===== config.mk =====
export PLATFORM = sky130hd
export DESIGN_NAME = mem_access_unit
export DESIGN_NICKNAME = d
export VERILOG_FILES = /design/src/rtl/mem_access_unit.sv
export SDC_FILE = /design/constraint.sdc
export NUM_CORES = 1
export LEC_CHECK = 0
export ABC_AREA = 1
export BUFFER_PORTS_ARGS = -buffer_cell sky130_fd_sc_hd__clkbuf_2
export CELL_PAD_IN_SITES_DETAIL_PLACEMENT = 0
export CELL_PAD_IN_SITES_GLOBAL_PLACEMENT = 1
export CORE_MARGIN = 8
export CORE_UTILIZATION = 38
export CTS_CLUSTER_SIZE = 8
export DETAILED_ROUTE_END_ITERATION = 10
export PLACE_DENSITY_LB_ADDON = 0.1
export SLEW_MARGIN = 10
export SYNTH_ARGS = -nofsm -noshare
export SYNTH_HDL_FRONTEND = slang
export SYNTH_SLANG_ARGS = --single-unit

===== constraint.sdc =====
create_clock -name clk -period 3.05 [get_ports clk]
set_input_delay 0.4575 -clock clk [delete_from_list [all_inputs] [get_ports clk]]
set_output_delay 0.4575 -clock clk [all_outputs]
set_load 0.01 [all_outputs]

===== src/rtl/mem_access_unit.sv =====
// mem_access_unit: MEM-stage load/store controller with req/ack memory handshake, stall, lane steering and timeout
module mem_access_unit #(
    parameter int TIMEOUT = 16
) (
    input  logic        clk,
    input  logic        reset,
    input  logic        memRead,
    input  logic        memWrite,
    input  logic [2:0]  funct3,
    input  logic [31:0] addr,
    input  logic [31:0] storeData,
    output logic [31:0] outMem,
    output logic        stall,
    output logic        misaligned,
    output logic        bus_err,
    output logic        mem_req,
    output logic        mem_we,
    output logic [31:0] mem_addr,
    output logic [31:0] mem_wdata,
    output logic [3:0]  mem_wstrb,
    input  logic [31:0] mem_rdata,
    input  logic        mem_ack
);
    typedef enum logic [1:0] {IDLE, WAIT, DONE} state_t;
    state_t state, state_nx;
    logic [7:0]  cnt;
    logic [2:0]  f3_q;
    logic [1:0]  off_q;
    logic        op, is_b, is_h, mis, issue, timeout;
    logic [31:0] sh, fmt, wdata;
    logic [3:0]  wstrb;
    // decode, handshake control and next state; stall/misaligned are forced low while in reset
    always_comb begin
        op         = memRead | memWrite;
        is_b       = funct3[1:0] == 2'b00;
        is_h       = funct3[1:0] == 2'b01;
        mis        = is_h ? addr[0] : (!is_b && addr[1:0] != 2'b00);
        issue      = state == IDLE && op && !mis;
        misaligned = reset && state == IDLE && op && mis;
        stall      = reset && (issue || state == WAIT);
        timeout    = state == WAIT && !mem_ack && cnt == 8'(TIMEOUT - 1);
        state_nx   = state == IDLE ? (issue ? WAIT : IDLE)
                   : state == WAIT ? ((mem_ack || timeout) ? DONE : WAIT)
                   : IDLE;
    end
    // store lane replication/strobes from live inputs, load formatting from the latched size and offset
    always_comb begin
        wdata = is_b ? {4{storeData[7:0]}} : is_h ? {2{storeData[15:0]}} : storeData;
        wstrb = memRead ? 4'b0000 : is_b ? 4'b0001 << addr[1:0] : is_h ? 4'b0011 << addr[1:0] : 4'b1111;
        sh    = mem_rdata >> {off_q, 3'b000};
        fmt   = f3_q[1:0] == 2'b00 ? {{24{sh[7] & ~f3_q[2]}}, sh[7:0]}
              : f3_q[1:0] == 2'b01 ? {{16{sh[15] & ~f3_q[2]}}, sh[15:0]}
              : mem_rdata;
    end
    // state register
    always_ff @(posedge clk or negedge reset) begin
        if (!reset) state <= IDLE;
        else        state <= state_nx;
    end
    // request registers, wait counter and load result
    always_ff @(posedge clk or negedge reset) begin
        if (!reset) begin
            mem_req   <= 1'b0;
            mem_we    <= 1'b0;
            mem_addr  <= '0;
            mem_wdata <= '0;
            mem_wstrb <= '0;
            outMem    <= '0;
            cnt       <= '0;
            bus_err   <= 1'b0;
            f3_q      <= '0;
            off_q     <= '0;
        end else begin
            bus_err <= timeout;
            if (issue) begin
                mem_req   <= 1'b1;
                mem_we    <= !memRead;
                mem_addr  <= {addr[31:2], 2'b00};
                mem_wdata <= wdata;
                mem_wstrb <= wstrb;
                f3_q      <= funct3;
                off_q     <= addr[1:0];
                cnt       <= '0;
            end else if (misaligned) begin
                outMem <= '0;
            end else if (state == WAIT) begin
                if (mem_ack || timeout) begin
                    mem_req   <= 1'b0;
                    mem_wstrb <= '0;
                end else begin
                    cnt <= cnt + 8'd1;
                end
                if (mem_ack && !mem_we) outMem <= fmt;
                else if (timeout)       outMem <= '0;
            end
        end
    end
endmodule


# Word level (Yosys, flattened, before mapping)
# Index checks and enable logic that the tools add are counted.
# word_totals
ff_bits,116
input_bits,104
out_inout_bits,105
# classes
add_sub_neg,1
eq_ne,6
n_shift,3
mux,28
n_bitwise,5
n_reduce_logical,28
# ops
op,count
32-bit 2-to-1 mux,8
8-bit 2-to-1 mux,4
32-bit by 5-bit right shift with 16-bit output,1
4-bit 2-to-1 mux,7
1-bit logical AND,10
3-bit AND reduction,3
"8-bit by 1-bit adder with 8-bit output, second input constant",1
"8-bit by 4-bit equality test with 1-bit output, second input constant",1
2-bit nonzero test,4
"2-bit by 1-bit equality test with 1-bit output, second input constant",3
2-bit zero test,3
1-bit 2-to-1 mux,6
2-bit 2-to-1 mux,3
1-bit zero test,5
"1-bit by 2-bit left shift with 4-bit output, first input constant",1
"2-bit by 2-bit left shift with 4-bit output, first input constant",1
3-bit nonzero test,1
1-bit bitwise AND,2
1-bit logical OR,2
"2-bit by 1-bit != test with 1-bit output, second input constant",1
"2-bit != test, second input constant",1
1-bit inverter,2
1-bit bitwise OR,1

# Logic depth before layout (Yosys ltp)
# Gate-level depths: netlist of run 1.
# depth
word_depth,8
depth_mapped,10
depth_no_buf,9

# Worst setup path after synthesis of run 1
# Ideal clock, no wire load.
# synth_path
path_type,in2out
startpoint,input port addr[0]
endpoint,output port misaligned
arrival_ps,1397
path_slack_ps,1196
path_stages,7
path_cell_list,inv_1 ha_1 or2_1 nand2_1 nand2_1 buf_2 inv_1
# synth_between
elab_chain_len,4
# synth_rtl
element,line,text
start: declaration,10,"input logic [31:0] addr,"
2-bit nonzero test,37,mis = is_h ? addr[0] : (!is_b && addr[1:0] != 2'b00);
1-bit logical AND,37,
1-bit 2-to-1 mux *,37,
1-bit logical AND *,39,misaligned = reset && state == IDLE && op && mis;
end: declaration,14,"output logic misaligned,"
# Mark *: on every way between the ends. The rest lies on a longest branch, timed or not.

# Worst setup path in the final report of run 1
# layout_path
startpoint,register state[0]
endpoint,output port stall
# layout_between
elab_chain_len,5
# layout_rtl
element,line,text
start: declaration,25,"state_t state, state_nx;"
start signal: assignment,58,else state <= state_nx;
2-bit zero test,38,issue = state == IDLE && op && !mis;
1-bit logical AND (2 in series),38,
1-bit logical OR *,40,stall = reset && (issue || state == WAIT);
1-bit logical AND *,40,
end: declaration,13,"output logic stall,"
# Marks and branches as above.

==> metrics.txt, run 1 <==
slowest cell delay on critical path=0.39 ns; Clock Skew=0.00796 ns; kind of cell adding the most delay to the critical path=simple AND/OR/NAND/NOR gates; final setup fails=0; first-pass GRT wire length=30.2 mm; required time worst endpoint=2.59 ns; Max Cap Violations=0; vias in the first global route=5774; pin count of the biggest net entering global routing=110; depth of the CTS H-tree=4; Synth cell types=30; Critical Path End Type=output pin; slew margin rel.=47.0%; min-delay worst type=in2reg; critical path type=reg2out; outcome=finished, final reports clean; initial antenna violation count=0; WHS Endpoint=mem_addr[25]; WL final=18.6 mm; IO Pins=209; Initial Utilization=38.5%; core area=15000 um^2; Period Utilization, post-route=73.3%; cts bufs inserted=17; reg2reg path depth=7; min cycle time layout=2.24 ns; Final #Nets=1060; unrepaired setup endpoints after global routing=no; CP max stage cell=dfrtp_1; Post-Place Cell Area=6920 um^2; CP arrival=1.78 ns; Max VDD drop=465 uV; die area=19400 um^2; CTS max path bufs=2; Worst Hold Path Cells=3; grt ovf=0; Die Ht=139 um; final max-slew violation count=0; leakage=4.23 nW; vias per std cell=4.93; Clk pin slew, worst setup/hold paths=0.06 ns; Post-DRT Antenna Nets=0; Total GRT Usage=19.5%; vias=5676; Syn Area/Cell=7.65 um^2; Synth Instances=757; Seq cells post-synth=116; Root Driver=clkbuf_16; TritonRoute pass-1 iters=5; Slew @ Worst Pin=0.786 ns; Max FO, Critical Path=3; r2r setup slk=0.99 ns; fmax=0.447 GHz; Final Hold Violating Endpoints=0; share of post-route cells with drive strength above 1=28.6%; post-route cell area=7530 um^2; ANT cells=0; CP cell instances=nor3_1 -> nand3_2 -> a21boi_0 -> clkbuf_2; Detailed Route Iter0 Violations=337; register area share after synthesis=50.2%; hpwl dp=13.7 mm; RR Startpoint=off_q[0]; DRC viols=0; Placer Congestion=0.842; Critical path buffers and inverters=1; dpl cells=1119; Worst setup SP type=flip-flop; TritonCTS clock tree=yes; drt wl/cell=16.2 um; Worst-Skew Late Latency=0.42 ns; Area Overhead vs Synth=30.1%; Resized cells post-CTS=0; Layout Cells excl Fill=1152; CTS sink count=116; synthesized area=5790 um^2; Ys Warns=0; Pwr Density=959 nW/um^2; Row Count=45; PortBufs=206; r2r endpoint=outMem[28]; die width=139 um; Fill cells=1557; final setup TNS=0 ns; worst hold path startpoint=addr[25]
-- state kept, by name, indices dropped and copies added (netlist names) --
name / count
mem_we: 1
bus_err: 1
state: 2
mem_wdata: 32
off_q: 2
mem_addr: 30
f3_q: 3
cnt: 8
mem_req: 1
outMem: 32
mem_wstrb: 4
-- cell families after synthesis --
group / after synthesis / synth area share, %
AO/OA/AOI/OAI: 76 / 7.48
adder cells (fa/ha/maj): 5 / 1.08
other: 1 / 0.0648
AND/OR/NAND/NOR: 473 / 34.4
buffers and inverters: 86 / 6.85
flip-flops: 116 / 50.2
-- worst max path at each step --
stage,start,end,depth (start not counted)
2_1_floorplan,addr[0],misaligned,7
3_3_place_gp,addr[0],cnt[4],8
3_5_place_dp,addr[1],mem_wdata[19],9
4_1_cts,reset,misaligned,7
5_1_grt,reset,misaligned,7
6_report,state[0],stall,4
-- per-layer routing --
layer	up-vias	global-route usage, %	wire length (um)
met2	188	29.1	8350
li1	2822	-	-
met5	-	0	0
met1	2633	24.9	8230
met4	0	8.15	418
met3	33	7.15	1610
-- Yosys cell counts --
| cell | number | area, um^2 |
|---|---|---|
| a21boi_0 | 1 | 7.51 |
| a21oi_1 | 8 | 40.0 |
| a21oi_2 | 1 | 8.76 |
| a31oi_1 | 16 | 100 |
| buf_1 | 1 | 3.75 |
| buf_2 | 15 | 75.1 |
| buf_4 | 10 | 75.1 |
| buf_6 | 2 | 22.5 |
| clkbuf_1 | 14 | 52.6 |
| conb_1 | 1 | 3.75 |
| dfrtp_1 | 116 | 2900 |
| ha_1 | 5 | 62.6 |
| inv_1 | 40 | 150 |
| inv_2 | 3 | 11.3 |
| inv_4 | 1 | 6.26 |
| nand2_1 | 333 | 1250 |
| nand2_2 | 3 | 18.8 |
| nand3_1 | 42 | 210 |
| nand3_2 | 1 | 10.0 |
| nand4_1 | 34 | 213 |
| nor2_1 | 36 | 135 |
| nor2_2 | 4 | 25.0 |
| nor2_4 | 1 | 11.3 |
| nor3_1 | 2 | 10.0 |
| o2111ai_1 | 6 | 52.6 |
| o21ai_0 | 25 | 125 |
| o21ai_1 | 16 | 80.1 |
| o22ai_1 | 3 | 18.8 |
| or2_1 | 2 | 12.5 |
| or2_2 | 15 | 93.8 |
-- final cells by class --
cell class	count	area, um^2	area share (%)
Clock inverter	13	151	2.01
Clock buffer	19	453	6.01
Inverter	44	168	2.23
Multi-Input combinational cell	556	2500	33.2
Timing Repair Buffer	216	1120	14.9
Tap cell	188	235	3.12
Sequential cell	116	2900	38.5
-- cells in the final DEF, fill, tap and decap left out, types with 2 or more instances in the layout --
cell type / count
bufinv_16: 2
nor2_4: 2
nand2_2: 3
a31oi_1: 16
nand3_1: 42
o2111ai_1: 6
nand4_1: 34
o21ai_1: 16
o22ai_1: 3
a21oi_1: 8
clkinvlp_4: 3
ha_1: 5
clkbuf_16: 17
buf_4: 9
clkinv_4: 5
nor2_2: 3
inv_2: 3
dfrtp_1: 116
or2_1: 2
inv_1: 40
or2_2: 15
o21ai_0: 25
clkbuf_8: 2
nor2_1: 36
conb_1: 2
nor3_1: 2
nand2_1: 333
clkbuf_2: 205
-- through the flow --
stage | worst slack (ns) | power [mW] | hold WS, ns | utilization (%)
floorplan | 1.20 | 4.17 | 0.162 | -
global placement | 0.920 | 5.22 | 0.302 | 46.0
detailed placement | 0.856 | 5.27 | 0.305 | 46.0
CTS | 0.811 | 7.33 | 0.220 | 50.1
global route | 0.711 | 7.78 | 0.232 | 50.1
finish | 0.815 | 7.22 | 0.236 | 50.1
-- where the power goes --
part | switching, mW | internal, mW
clock network | 0.749 | 1.26
logic | 1.61 | 0.991
registers | 0.453 | 2.16
total | 2.82 | 4.41
-- what timing repair did --
action	CTS	global route
endpoints found under the hold margin	7	0
setup buffers	0	0
hold buffers	1	0
-- worst min-delay path, stage by stage --
cell	delay, ns
clkbuf_2	0.07
nand2_1	0.04
nand2_1	0.05
Note: power is estimated with default switching activity, not from simulation.
==> inputs of run 2 (changes only) <==
- ABC_AREA: 1 -> 0
- CORE_UTILIZATION: 38 -> 34
- clock period: 3.05 -> 2.05 ns (I/O delays scaled with it)
==> run 2 against run 1 <==
  * The run now ends with negative hold slack left
  * Synthesized area fell by 6.4%
  * Sequential power grew 46%
  * Register-to-register slack lost 0.88 ns
  * Sequential cell count is the same
==> metrics.txt, run 2 <==
outcome=finished with violations; violated checks=negative hold slack; min cycle time layout=1.95 ns; Pwr Density=1390 nW/um^2; commonest non-fill, non-tap cells in the layout=clkbuf_2, dfrtp_1, nand2_1, mux2_2, o21ai_0; unrepaired setup endpoints after global routing=no; Syn Area/Cell=11.6 um^2; Slew @ Worst Pin=0.682 ns; Post-synth EDFFs=0; WL final=16.6 mm; Synth Instances=469; Worst-Skew Late Latency=0.41 ns; Post-Place Cell Area=6830 um^2; post-route cell area=7420 um^2; Initial Utilization=34.5%; PortBufs=206; Seq cells post-synth=116; synth cell count leaders=dfrtp_1, nand2_1, mux2_2; fmax=0.512 GHz; ANT cells=0; Gate power share=36.0%; final max-slew violation count=0; reg2reg path depth=4; Max Cap Violations=0; core area=15700 um^2; Worst setup SP type=flip-flop; top post-synthesis cells by area=dfrtp_1, mux2_2, mux2i_1; Max FO, Critical Path=5; final setup TNS=0 ns; Clk pin slew, worst setup/hold paths=0.05 ns; hpwl dp=12.4 mm; synthesized area=5420 um^2; Final Hold Violating Endpoints=9; RR Startpoint=state[1]; min-delay worst type=in2async; vias=4504; r2r setup slk=0.11 ns; die width=142 um; Layout Cells excl Fill=918; Period Utilization, post-route=95.4%; Max VDD drop=675 uV; CTS max path bufs=2; CTS sink count=116; dpl cells=883; Die Ht=142 um; IO Pins=209; slew margin rel.=54.5%; commonest non-fill, non-tap cell in the layout=clkbuf_2; Yosys top cell by area=dfrtp_1; Sw Ratio=35.7%; Critical Path End Type=output pin; r2r endpoint=outMem[25]; Root Driver=clkbuf_16; final setup fails=0; CP arrival=1.65 ns; Largest regs=mem_wdata (32), outMem (32), mem_addr (30); TritonRoute pass-1 iters=4; first-pass GRT wire length=26.0 mm; drt wl/cell=18.1 um; critical path type=reg2out; required time worst endpoint=1.74 ns; grt ovf=0; register area share after synthesis=53.6%; pin count of the biggest net entering global routing=117; Internal=6.64 mW; Final Util=47.2%; Detailed Route Iter0 Violations=200; initial antenna violation count=1; vias in the first global route=4887; Row Count=46; cts bufs inserted=17; Top FF cell, synth=dfrtp_1; TritonCTS clock tree=yes; top cell type's share of synthesized area=53.6%; Ys Warns=0; Clk pwr share=26.9%; Fill cells=1518; Final #Nets=798; die area=20200 um^2; Flop pwr share=37.0%; DRC viols=0; Placer Congestion=0.778; Async S/R FF share, synth=100%; vias per std cell=4.91; switching pwr=3.69 mW; Area Overhead vs Synth=37.0%; Synth cell types=52; hold_ws=-0.0303 ns; Total GRT Usage=16.6%; most numerous cell in the Yosys netlist=dfrtp_1; depth of the CTS H-tree=4; Clock Skew=0.00696 ns; leakage=3.70 nW; Post-DRT Antenna Nets=0; share of post-route cells with drive strength above 1=46.0%
-- run 2: cell families after synthesis --
group,share of synthesized area [%]
other,0.0692
AOI/OAI and AO/OA,15.7
buffers and inverters,3.81
muxes,14.8
and+or+nand+nor,10.2
adders and majority gates,1.15
DFF,53.6
xor gates and xnor gates,0.647
-- run 2: worst max path at each step --
stage	from	endpoint	slack (ns)	cells past startpoint
2_1_floorplan	state[0]	stall	0.18	6
3_3_place_gp	mem_ack	outMem[18]	0.06	5
3_5_place_dp	off_q[0]	outMem[19]	0.03	4
4_1_cts	state[0]	stall	0.006	4
5_1_grt	mem_we	outMem[24]	0.0006	4
6_report	state[0]	stall	0.1	4
-- run 2: critical path, stage by stage (launching register included) --
cell	delay [ns]
dfrtp_1	0.41
or2_4	0.28
nand4bb_4	0.24
a21oi_2	0.15
clkbuf_2	0.15
-- run 2: layout make-up --
cell class                      instances  area (um^2)  area share, %
Clock inverter                         15          135           1.82
Multi-Input combinational cell        309         2340           31.5
Tap cell                              216          270           3.64
Sequential cell                       116         2900           39.1
Clock buffer                           17          425           5.73
Timing Repair Buffer                  237         1320           17.7
Inverter                                8         30.0          0.405
-- run 2: per-layer routing --
metal	GRT usage (%)	vias to the layer above	wire, um
met4	4.64	2	142
met1	19.1	2213	6810
met2	26.7	131	8100
met5	0	-	13
li1	-	2144	-
met3	8.59	14	1550
-- run 2: power groups by stage --
stage | combinational, mW | clock [mW] | sequential (mW)
floorplan | 1.74 | 0 | 4.13
global placement | 3.73 | 0 | 3.81
detailed placement | 3.78 | 0 | 3.85
CTS | 3.79 | 2.86 | 3.83
global route | 4.09 | 2.97 | 3.95
finish | 3.72 | 2.78 | 3.82
-- run 2: stage by stage --
stage	setup WS [ns]	total power, mW	hold WS [ns]
6_report	0.0953	10.3	-0.0303
5_1_grt	0.000624	11.0	0.0268
4_1_cts	0.00624	10.5	0.0358
3_5_place_dp	0.0333	7.62	0.473
3_3_place_gp	0.0587	7.54	0.463
2_1_floorplan	0.184	5.87	0.0119
-- run 2: what timing repair did --
action	in CTS	in global routing
hold buffers	0	0
resized for setup	0	3
setup endpoints to repair	2	17
hold endpoints to repair	0	0
buffers inserted	1	2
pin swaps	2	1
==> inputs of run 3 (changes only) <==
- CORE_UTILIZATION: 34 -> 37
- REMOVE_ABC_BUFFERS: default -> 1
- clock period: 2.05 -> 2.23 ns (I/O delays scaled with it)
==> run 3 against run 2 <==
  * The run now ends clean
  * Hold slack gained 0.046 ns
  * Cell area shrank 1.5%
  * Global-route usage grew 0.21 points
  * Clock-buffer cell count grew 4
  * Via count shrank 0.98%
  * Clock skew grew 0.0014 ns
  * Die area shrank 7.2%
  * Largest cell class unchanged
  * Largest power group unchanged
==> metrics.txt, run 3 (synthesized netlist as in run 2, its figures left out) <==
critical path type=reg2out; WL final=15.6 mm; Final Util=50.7%; commonest non-fill, non-tap cells in the layout=clkbuf_2, dfrtp_1, nand2_1, mux2_2, o21ai_0; Period Utilization, post-route=93.9%; CP cell instances=or2_0 -> a2111oi_4 -> clkbuf_2; first-pass GRT wire length=24.5 mm; die area=18800 um^2; Clk pin slew, worst setup/hold paths=0.05 ns; PortBufs=206; Max VDD drop=633 uV; hpwl dp=11.3 mm; Final #Nets=784; Clk pwr share=28.5%; Detailed Route Iter0 Violations=268; share of post-route cells with drive strength above 1=44.5%; TritonCTS clock tree=yes; switching pwr=3.28 mW; vias=4460; CTS sink count=116; hold bufs inserted after CTS=0; fmax=0.477 GHz; Internal=6.26 mW; Slew @ Worst Pin=0.869 ns; cts bufs inserted=17; final max-slew violation count=0; CTS max path bufs=2; slew margin rel.=41.6%; Die Ht=137 um; Initial Utilization=37.6%; final setup fails=0; Gate power share=35.2%; pin count of the biggest net entering global routing=117; min-delay worst type=in2async; Max Cap Violations=0; dpl ws=0.133 ns; Worst setup SP type=flip-flop; ANT cells=0; Fill cells=1351; drt wl/cell=17.9 um; initial antenna violation count=0; slowest cell delay on critical path=0.43 ns; Resized cells post-CTS=0; leakage=3.65 nW; Placer Congestion=0.764; Critical Path End Type=output pin; commonest non-fill, non-tap cell in the layout=clkbuf_2; Critical path buffers and inverters=1; CP max stage cell=a2111oi_4; Post-CTS Setup Bufs=0; Max FO, Critical Path=5; Final Hold Violating Endpoints=0; depth of the CTS H-tree=4; Worst-Skew Late Latency=0.41 ns; vias in the first global route=4623; core area=14400 um^2; Final WS setup=0.136 ns; required time worst endpoint=1.90 ns; Pwr Density=1310 nW/um^2; unrepaired setup endpoints after global routing=no; min cycle time layout=2.09 ns; DRC viols=0; Total GRT Usage=16.9%; Row Count=44; CP arrival=1.76 ns; IO Pins=209; Clock Skew=0.00831 ns; kind of cell adding the most delay to the critical path=compound AO/OA/AOI/OAI gates; Flop pwr share=36.3%; Sw Ratio=34.4%; grt ovf=0; TritonRoute pass-1 iters=5; Largest regs=mem_wdata (32), outMem (32), mem_addr (30); outcome=finished, final reports clean; vias per std cell=5.11; die width=137 um; Area Overhead vs Synth=34.9%; Root Driver=clkbuf_16; Post-DRT Antenna Nets=0
-- run 3: final cells by class --
cell class	count	area, um^2	share of cell area, %
clock inverter	11	128	1.75
multi-input combinational	309	2330	32.0
inverter	8	30.0	0.411
tap	184	230	3.15
timing repair buffer	223	1210	16.6
clock buffer	21	470	6.44
sequential	116	2900	39.7
-- run 3: metal layers --
metal	track usage (%)	share of wire, %	routed length [um]
met5	0	0	0
met2	24.7	46	7130
met1	21.7	43	6740
met3	7.60	10	1610
met4	5.19	0.94	147
-- run 3: power groups by stage --
stage	Combinational, mW	Sequential, mW	Clock [mW]
4_1_cts	3.43	3.48	2.80
3_3_place_gp	3.39	3.46	0
2_1_floorplan	1.44	3.90	0
3_5_place_dp	3.43	3.49	0
5_1_grt	3.70	3.59	2.88
6_report	3.36	3.46	2.72
-- run 3: final timing paths --
check	slack (ns)	endpoint	start	cells past startpoint
worst max-delay path	0.14	misaligned	state[0]	3
worst min-delay path	0.02	cnt[3]	reset	2
worst max register to register	0.33	outMem[16]	state[1]	4
worst min register to register	0.48	mem_wdata[19]	mem_wdata[19]	2
max in group asynchronous	1.71	mem_wdata[29]	reset	2
min in group clk	0.15	mem_addr[3]	addr[3]	2
-- run 3: metrics by stage --
stage,hold WS (ns),instances,total power [mW],instance area (um^2),setup TNS [ns]
after floorplan,0.0389,433,5.34,5250,-171.78
after detailed placement,0.473,840,6.92,6710,0
after global placement,0.464,840,6.85,6710,0
after global routing,0.0591,872,10.2,7310,0
final,0.0158,872,9.55,7310,0
after CTS,0.0689,872,9.70,7310,0
